[src/rtl/alu_exec_unit.sv]
// ALU execution unit with ready/valid handshake: single-cycle ADD/SUB/AND/ORR/LSL/LSR
// and an iterative shift-add multiplier that takes DATA_WIDTH cycles.
module alu_exec_unit #(
    parameter int DATA_WIDTH  = 64,
    parameter int INSTR_WIDTH = 11,
    parameter int SHAMT_WIDTH = $clog2(DATA_WIDTH)
) (
    input  logic                   clk,
    input  logic                   rst,
    input  logic                   in_valid,
    output logic                   in_ready,
    input  logic [1:0]             ALUOp,
    input  logic [INSTR_WIDTH-1:0] instruction,
    input  logic [DATA_WIDTH-1:0]  a,
    input  logic [DATA_WIDTH-1:0]  b,
    input  logic [SHAMT_WIDTH-1:0] shamt,
    output logic                   out_valid,
    input  logic                   out_ready,
    output logic [DATA_WIDTH-1:0]  result,
    output logic [3:0]             operation,
    output logic                   zero,
    output logic                   negative,
    output logic                   carry,
    output logic                   overflow,
    output logic                   illegal,
    output logic                   busy
);

    localparam int MSB = DATA_WIDTH - 1;

    localparam logic [3:0] OP_AND = 4'b0000;
    localparam logic [3:0] OP_ORR = 4'b0001;
    localparam logic [3:0] OP_ADD = 4'b0010;
    localparam logic [3:0] OP_SUB = 4'b0110;
    localparam logic [3:0] OP_MUL = 4'b1000;
    localparam logic [3:0] OP_LSL = 4'b1001;
    localparam logic [3:0] OP_LSR = 4'b1010;

    localparam logic [INSTR_WIDTH-1:0] I_ADD = INSTR_WIDTH'(11'b10001011000);
    localparam logic [INSTR_WIDTH-1:0] I_SUB = INSTR_WIDTH'(11'b11001011000);
    localparam logic [INSTR_WIDTH-1:0] I_AND = INSTR_WIDTH'(11'b10001010000);
    localparam logic [INSTR_WIDTH-1:0] I_ORR = INSTR_WIDTH'(11'b10101010000);
    localparam logic [INSTR_WIDTH-1:0] I_MUL = INSTR_WIDTH'(11'b10011011000);
    localparam logic [INSTR_WIDTH-1:0] I_LSL = INSTR_WIDTH'(11'b11010011011);
    localparam logic [INSTR_WIDTH-1:0] I_LSR = INSTR_WIDTH'(11'b11010011010);

    localparam logic [SHAMT_WIDTH-1:0] LAST_ITER = SHAMT_WIDTH'(DATA_WIDTH - 1);

    typedef enum logic [1:0] {IDLE, MUL, HOLD} state_t;

    state_t                 state_q, state_d;
    logic [DATA_WIDTH-1:0]  result_q, result_d;
    logic [3:0]             operation_q, operation_d;
    logic                   zero_q, zero_d;
    logic                   negative_q, negative_d;
    logic                   carry_q, carry_d;
    logic                   overflow_q, overflow_d;
    logic                   illegal_q, illegal_d;
    logic [DATA_WIDTH-1:0]  mcand_q, mcand_d;
    logic [DATA_WIDTH-1:0]  mplier_q, mplier_d;
    logic [DATA_WIDTH-1:0]  acc_q, acc_d;
    logic [SHAMT_WIDTH-1:0] count_q, count_d;

    logic [3:0]            opDec;
    logic                  illegalDec;
    logic [DATA_WIDTH-1:0] aluRes;
    logic                  aluCarry;
    logic                  aluOvf;
    logic [DATA_WIDTH:0]   addFull;
    logic [DATA_WIDTH:0]   subFull;
    logic [DATA_WIDTH-1:0] accSum;

    assign addFull = {1'b0, a} + {1'b0, b};
    assign subFull = {1'b0, a} + {1'b0, ~b} + {{DATA_WIDTH{1'b0}}, 1'b1};
    assign accSum  = acc_q + (mplier_q[0] ? mcand_q : '0);

    // Unknown R-type opcodes still execute as ADD but are tagged illegal.
    always_comb begin
        opDec      = OP_ADD;
        illegalDec = 1'b0;
        case (ALUOp)
            2'b00: opDec = OP_ADD;
            2'b10: begin
                case (instruction)
                    I_ADD:   opDec = OP_ADD;
                    I_SUB:   opDec = OP_SUB;
                    I_AND:   opDec = OP_AND;
                    I_ORR:   opDec = OP_ORR;
                    I_MUL:   opDec = OP_MUL;
                    I_LSL:   opDec = OP_LSL;
                    I_LSR:   opDec = OP_LSR;
                    default: illegalDec = 1'b1;
                endcase
            end
            default: opDec = OP_SUB;
        endcase
    end

    always_comb begin
        aluRes   = '0;
        aluCarry = 1'b0;
        aluOvf   = 1'b0;
        case (opDec)
            OP_ADD: begin
                {aluCarry, aluRes} = addFull;
                aluOvf = (a[MSB] == b[MSB]) && (addFull[MSB] != a[MSB]);
            end
            OP_SUB: begin
                {aluCarry, aluRes} = subFull;
                aluOvf = (a[MSB] != b[MSB]) && (subFull[MSB] != a[MSB]);
            end
            OP_AND:  aluRes = a & b;
            OP_ORR:  aluRes = a | b;
            OP_LSL:  aluRes = a << shamt;
            OP_LSR:  aluRes = a >> shamt;
            default: aluRes = '0;
        endcase
    end

    always_comb begin
        state_d     = state_q;
        result_d    = result_q;
        operation_d = operation_q;
        zero_d      = zero_q;
        negative_d  = negative_q;
        carry_d     = carry_q;
        overflow_d  = overflow_q;
        illegal_d   = illegal_q;
        mcand_d     = mcand_q;
        mplier_d    = mplier_q;
        acc_d       = acc_q;
        count_d     = count_q;
        case (state_q)
            IDLE: begin
                if (in_valid) begin
                    if (opDec == OP_MUL) begin
                        mcand_d  = a;
                        mplier_d = b;
                        acc_d    = '0;
                        count_d  = '0;
                        state_d  = MUL;
                    end else begin
                        result_d    = aluRes;
                        operation_d = opDec;
                        zero_d      = (aluRes == '0);
                        negative_d  = aluRes[MSB];
                        carry_d     = aluCarry;
                        overflow_d  = aluOvf;
                        illegal_d   = illegalDec;
                        state_d     = HOLD;
                    end
                end
            end
            MUL: begin
                acc_d    = accSum;
                mcand_d  = mcand_q << 1;
                mplier_d = mplier_q >> 1;
                count_d  = count_q + 1'b1;
                // Bits shifted past DATA_WIDTH are dropped, so the product wraps.
                if (count_q == LAST_ITER) begin
                    result_d    = accSum;
                    operation_d = OP_MUL;
                    zero_d      = (accSum == '0);
                    negative_d  = accSum[MSB];
                    carry_d     = 1'b0;
                    overflow_d  = 1'b0;
                    illegal_d   = 1'b0;
                    state_d     = HOLD;
                end
            end
            HOLD: begin
                if (out_ready) state_d = IDLE;
            end
            default: state_d = IDLE;
        endcase
    end

    always_ff @(posedge clk) begin
        if (rst) begin
            state_q     <= IDLE;
            result_q    <= '0;
            operation_q <= '0;
            zero_q      <= 1'b0;
            negative_q  <= 1'b0;
            carry_q     <= 1'b0;
            overflow_q  <= 1'b0;
            illegal_q   <= 1'b0;
            mcand_q     <= '0;
            mplier_q    <= '0;
            acc_q       <= '0;
            count_q     <= '0;
        end else begin
            state_q     <= state_d;
            result_q    <= result_d;
            operation_q <= operation_d;
            zero_q      <= zero_d;
            negative_q  <= negative_d;
            carry_q     <= carry_d;
            overflow_q  <= overflow_d;
            illegal_q   <= illegal_d;
            mcand_q     <= mcand_d;
            mplier_q    <= mplier_d;
            acc_q       <= acc_d;
            count_q     <= count_d;
        end
    end

    assign in_ready  = (state_q == IDLE);
    assign busy      = (state_q == MUL);
    assign out_valid = (state_q == HOLD);
    assign result    = result_q;
    assign operation = operation_q;
    assign zero      = zero_q;
    assign negative  = negative_q;
    assign carry     = carry_q;
    assign overflow  = overflow_q;
    assign illegal   = illegal_q;

endmodule

[config.mk]
export PLATFORM = sky130hd
export DESIGN_NAME = alu_exec_unit
export DESIGN_NICKNAME = d
export VERILOG_FILES = /design/src/rtl/alu_exec_unit.sv
export SDC_FILE = /design/constraint.sdc
export NUM_CORES = 2
export LEC_CHECK = 0
export BUFFER_PORTS_ARGS = -buffer_cell sky130_fd_sc_hd__clkbuf_2
export CORE_UTILIZATION = 45
export CTS_BUF_LIST = sky130_fd_sc_hd__clkbuf_8
export CTS_CLUSTER_SIZE = 10
export DETAILED_ROUTE_END_ITERATION = 7
export PLACE_DENSITY = 0.67
export SKIP_LAST_GASP = 1
export SLEW_MARGIN = 20
export SYNTH_ARGS = -nofsm -noshare
export SYNTH_HDL_FRONTEND = slang
export SYNTH_SLANG_ARGS = --single-unit
[constraint.sdc]
create_clock -name clk -period 8.6 [get_ports clk]
set_clock_uncertainty 0.15 [all_clocks]
set_input_delay 1.29 -clock clk [delete_from_list [all_inputs] [get_ports clk]]
set_output_delay 1.29 -clock clk [all_outputs]
set_load 0.005 [all_outputs]
# Yosys cells after proc, flatten, opt, wreduce, memory -nomap -nowiden
# Cells that the tools add are included.
# word_totals
reg_bits	273
latchBits	0
ram_bits	0
mem_bits_ro	0
inputBits	151
out_inout_bits	76
elab_cells	111
memories	0
# classes
n_addsub	5
multipliers	0
n_div	0
order_cmp	0
n_eq_ne	26
shifts	2
mux	51
bitwise_logic	3
n_reduce_logical	12
# ops
operator	count
$mux 64	10
$pmux 64 s2	4
$pmux 64 s6	1
$add 64x64->65	2
$logic_not 64->1	2
$eq 11x11->1 const B	7
$add 65x1->65 const B	1
$add 64x64->64	1
$and 64x64->64	1
$not 64->64	1
$or 64x64->64	1
$shl 64x6->64	1
$shr 64x6->64	1
$pmux 4 s6	1
$pmux 4 s2	2
$mux 1	15
$pmux 1 s2	7
$eq 4x4->1 const B	3
$mux 4	3
$mux 6	2
$pmux 6 s2	1
$mux 2	4
$reduce_or 7->1	1
$add 6x1->6 const B	1
other kinds (17)	26

# Longest topological paths before layout
# depth
depth_word	9
mapped_depth	19
ltp_nobuf	16

# Worst setup path before layout
# OpenSTA, ideal clock, no wires.
# synth_timing
kind	input to register
startpoint	input port a[5]
endpoint	register zero_q, in the netlist zero
setup_ns	0.084
t_arrival_ns	5.022
t_required_ns	8.366
slack_ns	3.344
stages	17
path_buffers	2
path_cell_list	clkbuf_1 -> inv_1 -> ha_1 -> buf_2 -> inv_2 -> a221oi_1 -> a211oi_1 -> a221oi_1 -> o311ai_1 -> a21oi_1 -> mux2i_1 -> or4bb_1 -> nor4_1 -> nand4_1 -> nor4_1 -> nand4_1 -> o31ai_2
# synth_via
elab_chain_cells	7
word_cells_on_any_way	12
classes_between	3 x add/sub; 2 x shift; 4 x mux; 2 x bitwise; 1 x reduce/logical
# synth_lines
item	line	rtl
start, declared	14	input logic [DATA_WIDTH-1:0] a,
$add 64x64->65	74	assign subFull = {1'b0, a} + {1'b0, ~b} + {{DATA_WIDTH{1'b0}}, 1'b1};
$add 65x1->65	74	
$pmux 64 s6 (*)	103	case (opDec)
$logic_not 64->1 (*)	145	zero_d = (aluRes == '0);
$mux 1 (*)	136	if (opDec == OP_MUL) begin
$mux 1 (*)	135	if (in_valid) begin
$pmux 1 s2 (*)	133	case (state_q)
end signal, assigned	196	zero_q <= zero_d;
end, declared	54	logic zero_q, zero_d;
# Mark *: on every way between the ends. The rest lies on a longest branch, timed or not. The select of a mux whose other input is x is not followed.
# A chain may end at the register's enable or synchronous reset.

# Worst setup path after layout
# layout_timing
startpoint	input port shamt[2]
endpoint	register zero_q, in the netlist zero
# layout_via
elab_chain_cells	6
word_cells_on_any_way	7
classes_between	2 x shift; 4 x mux; 1 x reduce/logical
# layout_lines
item	line	rtl
start, declared	16	input logic [SHAMT_WIDTH-1:0] shamt,
$shr 64x6->64 or $shl 64x6->64 (tied branches)	115, 114	
$pmux 64 s6 (*)	103	
$logic_not 64->1 (*)	145	
$mux 1 (*)	136	
$mux 1 (*)	135	
$pmux 1 s2 (*)	133	
# Marks and branches as above.

==> results.toml <==
[status]
run_status = "finished clean"

[sta]
rsz0062_at_grt = "no"
finalMaxSlewViolations = 0
setup_total_negative_slack_ns = 0
worst_slew_margin_rel = 0.0430
final_min_period_over_clock_period = 0.876
fmax_mhz = 133
worst-slew-pin-transition_ns = 1.42
report.final.hold_viol_count = 0
setup-violations-final = 0
hold_slack_ns = 0.298
layout_min_cycle_time_ns = 7.53

[floorplanning]
design.die.area_um2 = 84700
core_region_area_um2 = 82400
std_cell_rows = 105
dieWidth_um = 291
initial_utilization = 0.457
top_level_ports = 227
die_height_um = 291

[synthesis]
gate_count_of_the_mapped_netlist = 5224
synthesis.nets = 5664
yosys_register_bits = 272
synth_cell_types = 107
post_synth_instance_area_um2 = 37600
share_of_synthesized_area_occupied_by_flip_flops_and_latches = 0.145
async_flop_share = 0
syn_area_per_cell_um2 = 7.20
synthFlopType = "dfxtp_1"
synth_warnings = 0
synth-edff-count = 0

[worst_setup_path]
critical_path.startpoint = "shamt[2]"
timing.critical_path.slowest_cell_delay_ns = 1.14
critical_path.n_buffers_inverters = 4
crit_fanout = 74
cpLargestDelayFamily = "simple AND/OR/NAND/NOR gates"
path_depth = 14
crit_path_cell_trace = "buf_6 > inv_2 > mux4_2 > mux2i_1 > o22ai_1 > a2111oi_0 > or4b_1 > nor4_1 > nand4_1 > buf_4 > nor4_1 > buf_4 > nand4_1 > o31ai_2"
worstPathRequired_ns = 9.08
register_to_register_path_depth = 17
worst_setup_path_end_kind = "register"
worstSetupEndpoint = "zero$_SDFFE_PP0P_"
regToRegStartpoint = "mplier_q[0]$_SDFFE_PP0P_"
timing.critical_path.slowest_stage_cell = "a2111oi_0"
setup.worst_path.class = "input port to register"
cp.arrival_ns = 8.01
worstReg2RegEnd = "zero$_SDFFE_PP0P_"
ff2ff_setup_slack_ns = 2.47
startpoint_type = "input port"

[flow_run]
max-cap-violations = 0

[placed_design]
place_area_um2 = 39500
final_hpwl_from_detailed_placement_um = 162000
globalplace.congestion = 1.11
numPortBuffers = 226

[layout]
post_route_cells_drive_above_1_share = 0.136
layout_overhead_on_the_synthesized_area_pct = 8.01
final_area_um2 = 40600
finish.net_count = 5644

[cts]
insertion_delay_ns = 0.70
clock_tree_from_tritoncts = "done"
post_cts_resize_count = 0
tritoncts.num_buffers = 50
htree_num_levels = 2
cts_max_path_buffers = 3
clock_sink_count = 272
cts.root.buffer_cell = "clkbuf_8"
cts_post_setup_buffers_inserted = 0
cts_hold_repair.buffers = 0
clk_pin_slew_ns = 0.06

[power_and_ir_drop]
power_density_nw_per_um2 = 122
maximum_vdd_drop_mv = 0.194
power.leakage_nw = 16.7
report.power.total_mw = 4.95

[grt]
track_usage = 0.474
grt_start_max_net_pins = 153
via_count_of_the_first_global_routing_pass = 41100
gr-total-overflow = 0
antenna_found_initial = 22
grt_pass1_wl_um = 295000

[routing]
drt_wl_total_um = 210000
drt.antenna.violating_nets = 0
routed-via-count = 44800
post_drt_wl_per_cell_um = 33.1
viasPerCell = 7.08
drtPass1Iterations = 8
dr.first_iter.drc_count = 7129
remaining_drc_errors = 0

[hold_path]
holdCritPathClass = "register to register"
## registers in the layout, summed over array words and instances (netlist names)
signal,count
acc_q,64
mcand_q,64
mplier_q,64
result,64
count_q,6
operation,4
state_q,2
carry,1
illegal,1
overflow,1
zero,1
## area by class of cell
type	instances	area, µm²
fill	8381	41700
multi-input combinational	4284	29500
sequential	272	5450
timing repair buffer	372	2340
tap	1070	1340
clock buffer	63	867
inverter	224	846
clock inverter	30	235
antenna	15	37.5
## worst reg2reg max path: cells and delay by family (launching register included)
| family | cells | cell delay (ns) |
|---|---|---|
| AOI/OAI and AO/OA | 7 | 1.45 |
| adders and majority gates | 1 | 0.28 |
| and+or+nand+nor | 6 | 2.87 |
| xor gates and xnor gates | 1 | 0.35 |
| DFF | 1 | 0.31 |
| buffers and inverters | 2 | 0.62 |
## worst min-delay path by stage
stage                            start                      end  slack, ns  cells after the start
3_3_place_gp   result[31]$_SDFFE_PP0P_  result[31]$_SDFFE_PP0P_       0.29                      2
6_report        result[7]$_SDFFE_PP0P_   result[7]$_SDFFE_PP0P_       0.30                      2
3_5_place_dp   result[43]$_SDFFE_PP0P_  result[43]$_SDFFE_PP0P_       0.29                      2
5_1_grt        result[43]$_SDFFE_PP0P_  result[43]$_SDFFE_PP0P_       0.31                      2
4_1_cts        result[43]$_SDFFE_PP0P_  result[43]$_SDFFE_PP0P_       0.30                      2
2_1_floorplan   acc_q[27]$_SDFFE_PP0P_   acc_q[27]$_SDFFE_PP0P_       0.29                      2
## where the power goes
part | leakage [nW] | internal [mW] | switching (mW)
sequential | 2.20 | 1.30 | 0.0253
clock | 0.626 | 0.755 | 0.638
combinational | 13.9 | 0.692 | 1.54
## per-stage QoR
step           instances  utilization  setup WS, ns
2_1_floorplan       5224            -          3.34
3_3_place_gp        6222        0.479         0.780
3_5_place_dp        6222        0.479         0.758
4_1_cts             6315        0.493          1.50
5_1_grt             6319        0.493          1.34
6_report            6330        0.493          1.07
## synthesized netlist by cell type, types with 35 or more instances
cell / n / share of area
nor2_1: 596 / 0.059
and2_1: 93 / 0.015
o22ai_1: 42 / 0.0070
a211oi_1: 94 / 0.019
o31ai_1: 42 / 0.0084
mux2i_1: 154 / 0.041
inv_1: 217 / 0.022
dfxtp_1: 272 / 0.14
o21bai_1: 41 / 0.0082
a22oi_1: 37 / 0.0074
clkbuf_1: 306 / 0.031
nand2b_1: 41 / 0.0068
buf_1: 39 / 0.0039
nor4_1: 51 / 0.0085
a31oi_1: 42 / 0.0070
nand3_1: 81 / 0.011
a221oi_1: 36 / 0.0084
a311oi_1: 138 / 0.032
buf_2: 65 / 0.0086
o21a_1: 35 / 0.0070
a21oi_1: 468 / 0.062
mux4_2: 123 / 0.074
xnor2_1: 66 / 0.015
nand4_1: 55 / 0.0091
ha_1: 286 / 0.095
nand2_1: 726 / 0.072
mux2_2: 53 / 0.016
o21ai_0: 219 / 0.029
o211ai_1: 74 / 0.015
a21o_1: 70 / 0.014
nor3_1: 83 / 0.011
## placed cells by master (no fill, tap or decap), types with 53 or more instances in the layout
master,synthesis,final
mux4_2,123,123
buf_4,22,141
inv_1,217,229
a21oi_1,468,468
nand4_1,55,55
a311oi_1,138,138
mux2_2,53,53
mux2i_1,154,154
nand3_1,81,81
ha_1,286,286
xnor2_1,66,66
nor2_1,596,592
o21ai_0,219,218
a21o_1,70,70
nand2_1,726,726
a211oi_1,94,91
dfxtp_1,272,272
clkbuf_8,0,63
clkbuf_2,0,221
o211ai_1,74,74
and2_1,93,92
nor3_1,83,83
## routing by layer
metal	routed length, µm	track usage
met4	14500	0.269
met1	81000	0.600
met3	30400	0.197
met5	280	0.0125
met2	83600	0.669
## cell families (layout without fill, tap and decap cells)
logic type,count (synthesis),after routing,share of synthesized area
and+or+nand+nor,1916,1916,0.231
adders and majority gates,289,289,0.0967
DFF,272,272,0.145
muxes,343,343,0.134
xor gates and xnor gates,92,92,0.0214
buffers and inverters,668,689,0.0734
AOI/OAI and AO/OA,1644,1644,0.298
other,0,15,0
(Power assumes the default switching activity.)
